## config.mk

```make
export PLATFORM = sky130hd
export DESIGN_NAME = add_serial_arb
export DESIGN_NICKNAME = d
export VERILOG_FILES = /design/src/rtl/add_serial_arb.sv
export SDC_FILE = /design/constraint.sdc
export NUM_CORES = 1
export LEC_CHECK = 0
export CELL_PAD_IN_SITES_DETAIL_PLACEMENT = 1
export CELL_PAD_IN_SITES_GLOBAL_PLACEMENT = 1
export CORE_ASPECT_RATIO = 1.25
export CORE_MARGIN = 4
export CORE_UTILIZATION = 37
export DETAILED_ROUTE_END_ITERATION = 8
export PLACE_DENSITY = 0.85
export SLEW_MARGIN = 20
export SYNTH_ARGS = -nofsm -noshare
export SYNTH_HDL_FRONTEND = slang
export SYNTH_SLANG_ARGS = --single-unit
```

## constraint.sdc

```tcl
create_clock -name clk -period 2.9 [get_ports clk]
set_input_delay 0.29 -clock clk [delete_from_list [all_inputs] [get_ports clk]]
set_output_delay 0.29 -clock clk [all_outputs]
set_load 0.01 [all_outputs]
```

## src/rtl/add_serial_arb.sv

```systemverilog
// -----------------------------------------------------------------------------
// add_serial_arb
//   Round-robin arbiter in front of one shared bit-serial adder. A granted
//   requester's operands are captured, added LSB-first over WIDTH cycles, and
//   the sum is returned with a one-cycle done pulse to that requester.
//
// Parameters
//   NREQ  : number of requesters (2..8)
//   WIDTH : operand / sum width in bits (2..32)
//
// Ports
//   clk   in   rising-edge clock
//   rst   in   asynchronous active-low reset
//   req   in   [NREQ]        per-requester request level
//   a     in   [NREQ*WIDTH]  operand A, requester i at [i*WIDTH +: WIDTH]
//   b     in   [NREQ*WIDTH]  operand B, same packing
//   gnt   out  [NREQ]        one-hot grant pulse (one cycle)
//   done  out  [NREQ]        one-hot completion pulse (one cycle)
//   sum   out  [WIDTH]       result of the most recent completed addition
//   busy  out                high while an addition is in progress
//   cout  out                final carry of the most recent addition
//                            (only when ADD_SERIAL_ARB_COUT_EN is defined)
//
// Build option
//   ADD_SERIAL_ARB_COUT_EN : adds the cout port and its holding register.
// -----------------------------------------------------------------------------
module add_serial_arb #(
  parameter int NREQ  = 4,
  parameter int WIDTH = 8
) (
  input  logic                    clk,
  input  logic                    rst,
  input  logic [NREQ-1:0]         req,
  input  logic [NREQ*WIDTH-1:0]   a,
  input  logic [NREQ*WIDTH-1:0]   b,
  output logic [NREQ-1:0]         gnt,
  output logic [NREQ-1:0]         done,
  output logic [WIDTH-1:0]        sum,
  output logic                    busy
`ifdef ADD_SERIAL_ARB_COUT_EN
  ,
  output logic                    cout
`endif
);

  localparam int PW = $clog2(NREQ);
  localparam int CW = $clog2(WIDTH);
  localparam logic [NREQ-1:0] ONE_HOT0 = {{(NREQ-1){1'b0}}, 1'b1};

  typedef enum logic {
    S_IDLE = 1'b0,
    S_ADD  = 1'b1
  } state_t;

  state_t            r_state;
  state_t            w_state_nxt;
  logic [PW-1:0]     r_ptr;
  logic [PW-1:0]     r_owner;
  logic [WIDTH-1:0]  r_a;
  logic [WIDTH-1:0]  r_b;
  logic [WIDTH-1:0]  r_acc;
  logic              r_carry;
  logic [CW-1:0]     r_count;

  logic [PW-1:0]     w_win;
  logic              w_any;
  logic              w_last;
  logic              w_s;
  logic              w_c;
  logic [NREQ-1:0]   w_gnt_nxt;
  logic [NREQ-1:0]   w_done_nxt;

  // Requester index reached by stepping 'off' places up from 'base', wrapping.
  function automatic logic [PW-1:0] rr_idx(input logic [PW-1:0] base, input int off);
    int t;
    t = int'(base) + off;
    if (t >= NREQ) begin
      t = t - NREQ;
    end else begin
      t = t;
    end
    return PW'(t);
  endfunction

  // Round-robin winner search; scanning downward lets the closest-to-ptr hit win.
  always_comb begin
    w_win = '0;
    w_any = 1'b0;
    for (int i = NREQ - 1; i >= 0; i--) begin
      if (req[rr_idx(r_ptr, i)]) begin
        w_win = rr_idx(r_ptr, i);
        w_any = 1'b1;
      end else begin
        w_any = w_any;
      end
    end
  end

  // Full-adder slice on the current LSBs plus the stored carry.
  always_comb begin
    w_s    = r_a[0] ^ r_b[0] ^ r_carry;
    w_c    = (r_a[0] & r_b[0]) | (r_a[0] & r_carry) | (r_b[0] & r_carry);
    w_last = (r_count == CW'(WIDTH - 1));
  end

  // Next-state and next-pulse logic; pulses default low so they self-clear.
  always_comb begin
    w_state_nxt = r_state;
    w_gnt_nxt   = '0;
    w_done_nxt  = '0;
    case (r_state)
      S_IDLE: begin
        if (w_any) begin
          w_state_nxt = S_ADD;
          w_gnt_nxt   = ONE_HOT0 << w_win;
        end else begin
          w_state_nxt = S_IDLE;
        end
      end
      S_ADD: begin
        if (w_last) begin
          w_state_nxt = S_IDLE;
          w_done_nxt  = ONE_HOT0 << r_owner;
        end else begin
          w_state_nxt = S_ADD;
        end
      end
      default: begin
        w_state_nxt = S_IDLE;
      end
    endcase
  end

  // State register.
  always_ff @(posedge clk or negedge rst) begin
    if (!rst) begin
      r_state <= S_IDLE;
    end else begin
      r_state <= w_state_nxt;
    end
  end

  // Registered output pulses and busy flag.
  always_ff @(posedge clk or negedge rst) begin
    if (!rst) begin
      gnt  <= '0;
      done <= '0;
      busy <= 1'b0;
    end else begin
      gnt  <= w_gnt_nxt;
      done <= w_done_nxt;
      busy <= (w_state_nxt == S_ADD);
    end
  end

  // Operand capture at grant, serial shift/accumulate in ADD, result on last bit.
  always_ff @(posedge clk or negedge rst) begin
    if (!rst) begin
      r_ptr   <= '0;
      r_owner <= '0;
      r_a     <= '0;
      r_b     <= '0;
      r_acc   <= '0;
      r_carry <= 1'b0;
      r_count <= '0;
      sum     <= '0;
    end else begin
      case (r_state)
        S_IDLE: begin
          if (w_any) begin
            r_a     <= a[w_win*WIDTH +: WIDTH];
            r_b     <= b[w_win*WIDTH +: WIDTH];
            r_owner <= w_win;
            r_carry <= 1'b0;
            r_count <= '0;
          end else begin
            r_count <= r_count;
          end
        end
        S_ADD: begin
          r_a     <= {1'b0, r_a[WIDTH-1:1]};
          r_b     <= {1'b0, r_b[WIDTH-1:1]};
          r_acc   <= {w_s, r_acc[WIDTH-1:1]};
          r_carry <= w_c;
          r_count <= r_count + CW'(1);
          if (w_last) begin
            sum   <= {w_s, r_acc[WIDTH-1:1]};
            // Owner drops to the back of the queue.
            r_ptr <= rr_idx(r_owner, 1);
          end else begin
            sum   <= sum;
          end
        end
        default: begin
          r_count <= '0;
        end
      endcase
    end
  end

`ifdef ADD_SERIAL_ARB_COUT_EN
  // Final carry held alongside sum until the next completion.
  always_ff @(posedge clk or negedge rst) begin
    if (!rst) begin
      cout <= 1'b0;
    end else if (r_state == S_ADD && w_last) begin
      cout <= w_c;
    end else begin
      cout <= cout;
    end
  end
`endif

endmodule

```

==> results.cfg <==
[synthesis]
yosys_warnings = 0
syn_inst = 225
synth_top_cell_by_area = dfrtp_1
avgSynthCellArea_um2 = 11.1
synthesis.area_um2 = 2500
ys_ff_latch = 48
async_flop_share_pct = 100
synth_top_area_share_pct = 48.1
ys_seq_area_share_pct = 48.1
synth_edf_count = 0
synthesis.nets = 302
ys.flop_type = dfrtp_1
synthDistinctLibCells = 39
synth.top_cells.by_area = dfrtp_1 48%, mux2i_1 6.4%, mux2_2 6.3%

[critical_path]
critPathMaxFanout = 21
start_kind = input port
path_delay_family = compound AO/OA/AOI/OAI gates
max_stage_delay_ns = 0.61
cp.required_ns = 3.10
worstSetupEndpointType = flip-flop
crit_path_start = req[1]
crit_chain = clkdlybuf4s50_1 > a21oi_1 > o21a_1 > o22a_1 > nand2_1 > o221ai_1
critical_path_class = input port to flip-flop
cp.arrival_ns = 2.45
r2r-start = r_ptr[1]
critPathBufInv = 1
slowest_stage = o22a_1

[cts]
cts_root_buf = clkbuf_8
clock_latency_ns = 0.30
hold_buffers = 0
post-cts-setup-buffer-count = 0
cts_resized = 0
clockBufferDepth = 2
path_clk_slew_ns = 0.09
cts_buffers = 5
clock-sinks = 48
htree_levels = 2
cts_tree = built

[routing]
via_count = 2124
remaining_drc_errors = 0
wire_per_inst_um = 18.6
wl_um = 7280
detail-route-antenna-nets = 0
first_pass_iters = 4
via_per_inst = 5.42
drt-initial-drc-count = 119

[pwr]
power.density_nw_per_um2 = 791
ir_worst_vdd_mv = 0.332
p_leak_nw = 1.50

[sta]
finalSetupViolCount = 0
worst_slew_pin_slew_ns = 0.714
slew_headroom_pct = 52.4
finalCriticalPeriod_ns = 2.26
finalWorstSetupSlack_ns = 0.643
fin_setup_tns_ns = 0
fmax_ghz = 0.443
hold_ws_ns = -0.00125
min_period_over_period_pct = 77.8
hold_violations = 9
finClkSkew_ns = 0.00582
final_max_slew_viol_count = 0
rsz0062_at_grt = false

[global_route]
grt.total_usage_pct = 18.9
antenna_found_initial = 0
gr-usage-met3_pct = 3.86
grt_pass1_vias = 2288
busiest_layer = met2
use_met1_pct = 20.8
grt_max_degree = 49
overflow = 0
grt_pass1_wl_um = 11700
met2_usage_pct = 35.7

[placement]
place_ws_ns = 0.220
gp_congestion = 0.754
portBuffers = 86
hpwl_um = 5470

[status]
violations = hold timing
status = complete, but fails checks

[finish]
nets = 381
area_delta_synth_final_pct = 39.9
num_antenna_cells = 0
drive_gt1_share_pct = 10.8

[floorplanning]
start_util_pct = 38.0
core-area_um2 = 6570
fp.dieH_um = 99.9
die_x_um = 81.5
dieArea_um2 = 8140
num_io_pins = 87
row_count = 33

[min_path]
hold_class = input port to async pin

[flow_run]
cap_violations = 0
[cell type report]
type,count,area [um^2]
fillers,711,3070
flip-flops and latches,48,1200
multi-input cells,153,1170
repair buffers,89,881
well taps,87,109
clock buffers,5,68.8
clock inverters,3,42.5
inverters,7,26.3
[report_power, final]
part / leakage [nW] / switching (W) / total (W) / internal (W)
clock network: 0.0541 / 0.000231 / 0.000486 / 0.000255
registers: 0.619 / 0.000180 / 0.00110 / 0.000918
logic: 0.823 / 0.000579 / 0.00118 / 0.000600
[per-stage QoR]
step | util (%) | cells | hold WS, ns | area (um^2) | total power (W)
4_1_cts | 53.1 | 392 | 0.211 | 3490 | 0.00279
3_5_place_dp | 51.4 | 384 | 0.479 | 3380 | 0.00229
3_3_place_gp | 51.4 | 384 | 0.464 | 3380 | 0.00220
6_report | 53.2 | 392 | -0.00125 | 3490 | 0.00276
2_1_floorplan | - | 225 | -0.00559 | 2500 | 0.00186
5_1_grt | 53.2 | 392 | 0.0295 | 3490 | 0.00296
[final timing paths]
check	slack, ns	cells past startpoint	endpoint
max	0.64	6	r_a[2]
max reg2reg	0.64	5	r_a[2]
min reg2reg	0.50	2	r_carry
max in group asynchronous	2.49	1	gnt[2]
min in group clk	0.50	2	r_carry
min	-0.001	1	sum[1]
[worst register-to-register path: stages (launching register included)]
cell	delay (ns)
dfrtp_1	0.49
a21oi_1	0.17
o21a_1	0.15
o22a_1	0.61
nand2_1	0.41
o221ai_1	0.34
[cells in the final DEF, fill, tap and decap left out, types with 2 or more instances in the layout]
cell type        count
buf_4                4
nor2_1               4
a211o_1              8
inv_1                7
o21ai_0             14
clkbuf_8             5
mux2_2              14
nand2_1              8
mux2i_1             16
dfrtp_1             48
and2_1               2
clkdlybuf4s50_1     85
o221ai_1             7
and3_1               4
ha_1                 6
nand3_1             25
a22o_1               2
nand4_1              8
a22oi_1             14
a21oi_1              3
[registers in the layout (all words and copies together), names as in the netlist, 3 cells and up]
register / count
sum: 8
r_a: 8
r_b: 8
done: 4
r_count: 3
r_acc: 7
gnt: 4
[kinds of logic after synthesis]
group / synth area share, %
simple gates: 13.1
flops: 48.1
buf+inv: 5.41
compound gates: 16.8
mux: 12.7
fa+ha+maj: 3.81
[cell usage after synthesis (5+ instances only)]
cell type / instances
a211o_1: 8
inv_1: 7
o21ai_0: 14
dfrtp_1: 48
mux2_2: 14
clkbuf_1: 7
mux2i_1: 16
nand3_1: 25
nand2_1: 8
o221ai_1: 7
buf_2: 5
a22oi_1: 14
ha_1: 6
nand4_1: 8
[per-layer routing]
metal	part of all wire, %	wire [um]
met5	0	0
met4	1.8	134
met3	4.2	303
met2	58	4200
met1	36	2650
No activity file was read; power rests on OpenSTA's default activity.
